$ cat src/rtl/ioctl_dn_buffer.sv
// ioctl_dn_buffer
//   Download-side adapter between the HPS ioctl byte stream and the core's
//   download port. Incoming bytes are queued in a small FIFO, the HPS is
//   throttled with ioctl_wait as the FIFO fills, and bytes are replayed to the
//   core whenever it reports dn_ready. dn_busy holds the core in reset from
//   download start until the last buffered byte has been written.
//
// Parameters
//   DEPTH        FIFO entries (power of two, >= 4)
//   WAIT_THRESH  occupancy at which ioctl_wait asserts (1..DEPTH-2)
//
// Ports
//   clk_sys, reset_n      clock, asynchronous active-low reset
//   ioctl_download        HPS download-active level
//   ioctl_wr              single-cycle byte strobe
//   ioctl_addr[24:0]      byte address (only [13:0] is addressable)
//   ioctl_dout[7:0]       byte data
//   ioctl_index[7:0]      download target index
//   ioctl_wait            registered back-pressure to the HPS
//   dn_addr/dn_data       registered core write address/data
//   dn_index              index latched at download start
//   dn_wr                 one-cycle core write strobe per byte
//   dn_ready              core can accept a write this cycle
//   dn_busy               high from download start until the FIFO has drained
//   dn_done               one-cycle completion pulse
//   dn_count              bytes delivered in the current/last download
//   dn_overflow           sticky: byte dropped because the FIFO was full
//   dn_range_err          sticky: byte dropped because ioctl_addr[24:14] != 0
//
// Core handshake: a byte is popped in any cycle where the FIFO is non-empty
// and dn_ready is high; the popped entry appears on dn_addr/dn_data together
// with dn_wr in the following cycle. dn_wr is never held waiting on dn_ready.
module ioctl_dn_buffer #(
    parameter int DEPTH       = 8,
    parameter int WAIT_THRESH = 6
) (
    input  logic        clk_sys,
    input  logic        reset_n,
    input  logic        ioctl_download,
    input  logic        ioctl_wr,
    input  logic [24:0] ioctl_addr,
    input  logic [7:0]  ioctl_dout,
    input  logic [7:0]  ioctl_index,
    output logic        ioctl_wait,
    output logic [13:0] dn_addr,
    output logic [7:0]  dn_data,
    output logic [7:0]  dn_index,
    output logic        dn_wr,
    input  logic        dn_ready,
    output logic        dn_busy,
    output logic        dn_done,
    output logic [15:0] dn_count,
    output logic        dn_overflow,
    output logic        dn_range_err
);

    localparam int AW = $clog2(DEPTH);
    localparam int OW = AW + 1;
    localparam logic [OW-1:0] OCC_FULL = OW'(DEPTH);
    localparam logic [OW-1:0] OCC_WAIT = OW'(WAIT_THRESH);

    typedef enum logic [1:0] {
        S_IDLE  = 2'd0,
        S_LOAD  = 2'd1,
        S_DRAIN = 2'd2,
        S_DONE  = 2'd3
    } state_t;

    state_t        state_q, state_d;
    logic          dl_prev_q;
    logic [AW-1:0] wr_ptr_q, rd_ptr_q;
    logic [OW-1:0] occ_q, occ_d;
    logic [21:0]   mem [DEPTH];

    logic dl_rise, wr_req, range_bad, full, push, pop, drop_ovf, drop_rng;

    // dl_prev_q resets high so a download already in progress when reset
    // releases is not mistaken for a fresh start.
    assign dl_rise   = ioctl_download & ~dl_prev_q;
    assign range_bad = |ioctl_addr[24:14];
    assign wr_req    = ioctl_wr & ioctl_download & ((state_q == S_LOAD) | dl_rise);
    assign full      = (occ_q == OCC_FULL);
    assign pop       = (occ_q != '0) & dn_ready;
    // A push into a full FIFO is fine when a pop frees a slot this cycle.
    assign push      = wr_req & ~range_bad & (~full | pop);
    assign drop_ovf  = wr_req & ~range_bad & full & ~pop;
    assign drop_rng  = wr_req & range_bad;

    always_comb begin
        occ_d = occ_q;
        case ({push, pop})
            2'b10:   occ_d = occ_q + 1'b1;
            2'b01:   occ_d = occ_q - 1'b1;
            default: occ_d = occ_q;
        endcase
    end

    always_comb begin
        state_d = state_q;
        case (state_q)
            S_IDLE:  if (dl_rise) state_d = S_LOAD;
            S_LOAD:  if (!ioctl_download) state_d = S_DRAIN;
            // Empty FIFO means nothing can be popped, so the strobe currently
            // on dn_wr (if any) is the last one.
            S_DRAIN: if (dl_rise) state_d = S_LOAD;
                     else if (occ_q == '0) state_d = S_DONE;
            S_DONE:  state_d = dl_rise ? S_LOAD : S_IDLE;
            default: state_d = S_IDLE;
        endcase
    end

    // Storage is not reset; validity is tracked by the occupancy counter.
    always_ff @(posedge clk_sys) begin
        if (push) mem[wr_ptr_q] <= {ioctl_addr[13:0], ioctl_dout};
    end

    always_ff @(posedge clk_sys or negedge reset_n) begin
        if (!reset_n) begin
            state_q      <= S_IDLE;
            dl_prev_q    <= 1'b1;
            wr_ptr_q     <= '0;
            rd_ptr_q     <= '0;
            occ_q        <= '0;
            ioctl_wait   <= 1'b0;
            dn_addr      <= '0;
            dn_data      <= '0;
            dn_index     <= '0;
            dn_wr        <= 1'b0;
            dn_busy      <= 1'b0;
            dn_done      <= 1'b0;
            dn_count     <= '0;
            dn_overflow  <= 1'b0;
            dn_range_err <= 1'b0;
        end else begin
            state_q    <= state_d;
            dl_prev_q  <= ioctl_download;
            occ_q      <= occ_d;
            ioctl_wait <= (occ_d >= OCC_WAIT);
            dn_wr      <= pop;
            dn_busy    <= (state_d == S_LOAD) || (state_d == S_DRAIN);
            dn_done    <= (state_d == S_DONE);

            if (push) wr_ptr_q <= wr_ptr_q + 1'b1;
            if (pop) begin
                rd_ptr_q <= rd_ptr_q + 1'b1;
                {dn_addr, dn_data} <= mem[rd_ptr_q];
            end

            if (dl_rise) dn_index <= ioctl_index;

            if (dl_rise)
                dn_count <= {15'd0, pop};
            else if (pop && dn_count != 16'hFFFF)
                dn_count <= dn_count + 16'd1;

            // Setting wins over the start-of-download clear so a bad byte in
            // the very first cycle is still reported.
            if (drop_ovf)     dn_overflow <= 1'b1;
            else if (dl_rise) dn_overflow <= 1'b0;

            if (drop_rng)     dn_range_err <= 1'b1;
            else if (dl_rise) dn_range_err <= 1'b0;
        end
    end

endmodule

$ cat config.mk
export PLATFORM = sky130hd
export DESIGN_NAME = ioctl_dn_buffer
export DESIGN_NICKNAME = d
export VERILOG_FILES = /design/src/rtl/ioctl_dn_buffer.sv
export SDC_FILE = /design/constraint.sdc
export NUM_CORES = 1
export LEC_CHECK = 0
export CORE_AREA = 2 2 180 182
export CTS_BUF_LIST = sky130_fd_sc_hd__clkbuf_2 sky130_fd_sc_hd__clkbuf_4 sky130_fd_sc_hd__clkbuf_8
export DETAILED_ROUTE_END_ITERATION = 10
export DIE_AREA = 0 0 182 184
export HOLD_SLACK_MARGIN = 0.08
export PLACE_DENSITY_LB_ADDON = 0.1
export SYNTH_ARGS = -nofsm -noshare
export SYNTH_HDL_FRONTEND = slang
export SYNTH_SLANG_ARGS = --single-unit
$ cat constraint.sdc
create_clock -name clk_sys -period 3 [get_ports clk_sys]
set_input_delay 0.6 -clock clk_sys [delete_from_list [all_inputs] [get_ports clk_sys]]
set_output_delay 0.6 -clock clk_sys [all_outputs]
set_load 0.01 [all_outputs]
==> results.cfg <==
[clock_tree]
path_clk_slew_ns = 0.06
h-tree-depth = 2
cts.sinks = 241
insertion_delay_ns = 0.55
cts_resized = 0
cts_hold_buf = 0
cts_setup_buffers = 0
cts-root-buf = clkbuf_8
cts_tree = built
numCtsBuffers = 43
cts.path.max_buffers = 3

[synth]
synth.most_common_cell = edfxtp_1
synth_commonest_cells = 176 x edfxtp_1, 68 x nand2_1, 64 x dfrtp_1
synth_warnings = 0
synthCells = 532
synthMuxAreaShare_pct = 13.3
synth_adder_area_share_pct = 0.667
ys_ff_latch = 241
synth.distinct_cells = 42
synth_edf_count = 176
synth_area_leaders = edfxtp_1 56%, dfrtp_1 17%, mux4_2 11%
syn-num-nets = 583
synth_top_family_by_area = multiplexers
yosys.area.top_type = edfxtp_1
syn_area_mm2 = 0.00938
synth-xor-area-share_pct = 1.96
yosys.area_share.simple_pct = 6.31
ys.flop_type = edfxtp_1
synth_top_area_share_pct = 56.3
synth_compound_area_share_pct = 2.81
ys_seq_area_share_pct = 73.7
async_reset_ff_share_pct = 27.0
synth_area_per_cell_um2 = 17.6

[sta]
worstMarginPinSlew_ns = 0.937
setup_tns_ns = 0
fmax_ghz = 0.401
finalSetupViolCount = 0
finalWorstSetupSlack_ns = 0.507
fin_crit_sh_pct = 83.1
relSlewSlack_pct = 37.5
fin_crit_ns = 2.49
hold_viol = 0
slew_violations = 0
grt_setup_unrepaired = false
fin_worst_skew_ns = 0.0219

[run]
max_cap_viol_count = 0

[global_routing]
overflow = 0
grt_pass1_wl_um = 32900
grt_pass1_vias = 5652
grt_max_degree = 66
antenna_found_initial = 0
grt_usage_pct = 13.0

[worst_setup_path]
reg2reg_to = ioctl_wait$_DFF_PN0_
cp-startpoint = ioctl_addr[16]
cp.arrival_ns = 2.73
rr_startpoint = occ_q[2]$_DFF_PN0_
critPathRequiredTime_ns = 3.24
r2r_slack_ns = 0.58
cp_max_fo = 10
worst-r2r-cell-count = 10
crit_type = in -> reg
worstSetupEndpoint = mem[6][11]$_DFFE_PP_
end_kind = flip-flop
critPathLaunchType = input port

[floorplanning]
rows = 65
fp.coreArea_mm2 = 0.0314
io-pin-count = 98
die_area_mm2 = 0.0335
start_util_pct = 29.9
die_x_um = 182
die_h_um = 184

[power]
p_leak_nw = 4.27
powerDensity_mw_per_mm2 = 794
max-vdd-ir-drop_mv = 0.427

[drt]
final_antenna_net_count = 0
drtIter0Drc = 303
drcViolationCount = 0
via_per_inst = 4.63
vias = 5168
drt_first_pass_iters = 4
wirelength_um = 21100
drt-wirelength-per-cell_um = 18.9

[outcome]
status = finished, final reports clean

[cells_and_area]
diodes = 0
syn2layout_area_growth_pct = 26.9
layout-drive-gt1-share_pct = 23.2
nets = 733

[placed_design]
portBuffers = 97
globalplace.congestion = 0.728
dpl_worst_slack_ns = -0.0497
dp_hpwl_um = 13400

[hold_path]
hold_class = in -> async
==> area by class of cell <==
type,count,area [um2]
flip-flops and latches,241,6920
repair buffers,128,1240
multi-input cells,266,2390
fillers,2946,19500
clock buffers,59,737
inverters,2,7.51
well taps,402,503
clock inverters,18,116
==> worst max-delay path, stage by stage <==
cell and delay, ns:
clkdlybuf4s50_1 0.42, nor4_2 0.30, and3_1 0.32, and3_1 0.29
or2b_1 0.35, nor2_2 0.18, buf_4 0.26
==> cells by family after synthesis <==
family / count (synthesis)
compound gates: 42
xor+xnor: 21
fa+ha+maj: 5
buf+inv: 25
flops: 241
mux: 69
simple gates: 129
==> cell usage in the layout, fill, tap and decap left out, drive strengths merged, types with 4 or more instances in the layout <==
master / n
nor3: 6
nor4: 4
buf: 32
nand2: 68
ha: 5
xor2: 13
mux4: 44
mux2i: 22
clkinv: 14
nand4: 4
dfrtp: 64
nand2b: 5
nor2: 24
o21ai: 25
nand3: 10
a21oi: 5
xnor2: 8
edfxtp: 176
clkbuf: 59
clkdlybuf4s50: 96
==> sequential cells by signal, indices dropped and copies added, names as in the netlist <==
register,count
occ_q,4
rd_ptr_q,3
dn_index,8
dn_busy,1
dn_addr,14
dn_count,16
dn_range_err,1
dl_prev_q,1
mem,176
dn_done,1
state_q,2
wr_ptr_q,3
dn_wr,1
dn_overflow,1
dn_data,8
ioctl_wait,1
==> worst min path at each step <==
stage                       startpoint                 endpoint  slack (ns)  cells after the start
3_5_place_dp   dn_index[2]$_DFFE_PN0P_  dn_index[2]$_DFFE_PN0P_        0.46                      2
4_1_cts                        reset_n  dn_count[7]$_DFFE_PN0P_        0.22                      1
6_report                       reset_n  dn_count[6]$_DFFE_PN0P_        0.20                      1
2_1_floorplan                  reset_n   dn_addr[0]$_DFFE_PN0P_        0.30                      0
5_1_grt                        reset_n  dn_count[6]$_DFFE_PN0P_        0.25                      1
3_3_place_gp   dn_index[1]$_DFFE_PN0P_  dn_index[1]$_DFFE_PN0P_        0.46                      2
==> where the power goes <==
part | switching (mW) | leakage [nW] | internal, mW
registers | 0.230 | 2.41 | 3.85
clock network | 1.32 | 0.450 | 1.68
logic | 1.08 | 1.41 | 1.29
total | 2.63 | 4.27 | 6.82
==> routing by layer <==
layer  wire length [um]  GRT usage, %
met1               9490          16.8
met2              10100          21.7
met3               1140          3.27
met4                441          3.97
met5                  0             0
==> metrics by stage <==
stage | area, um2 | total power [mW] | std cells | util, % | hold WS [ns]
6_report | 11900 | 9.46 | 1116 | 37.9 | 0.198
5_1_grt | 11900 | 10.0 | 1116 | 37.9 | 0.248
4_1_cts | 11900 | 9.67 | 1116 | 37.9 | 0.220
3_5_place_dp | 11100 | 6.59 | 1039 | 35.2 | 0.462
3_3_place_gp | 11100 | 6.55 | 1039 | 35.2 | 0.458
2_1_floorplan | 9390 | 5.57 | 532 | - | 0.304
Note: power is estimated with default switching activity, not from simulation.
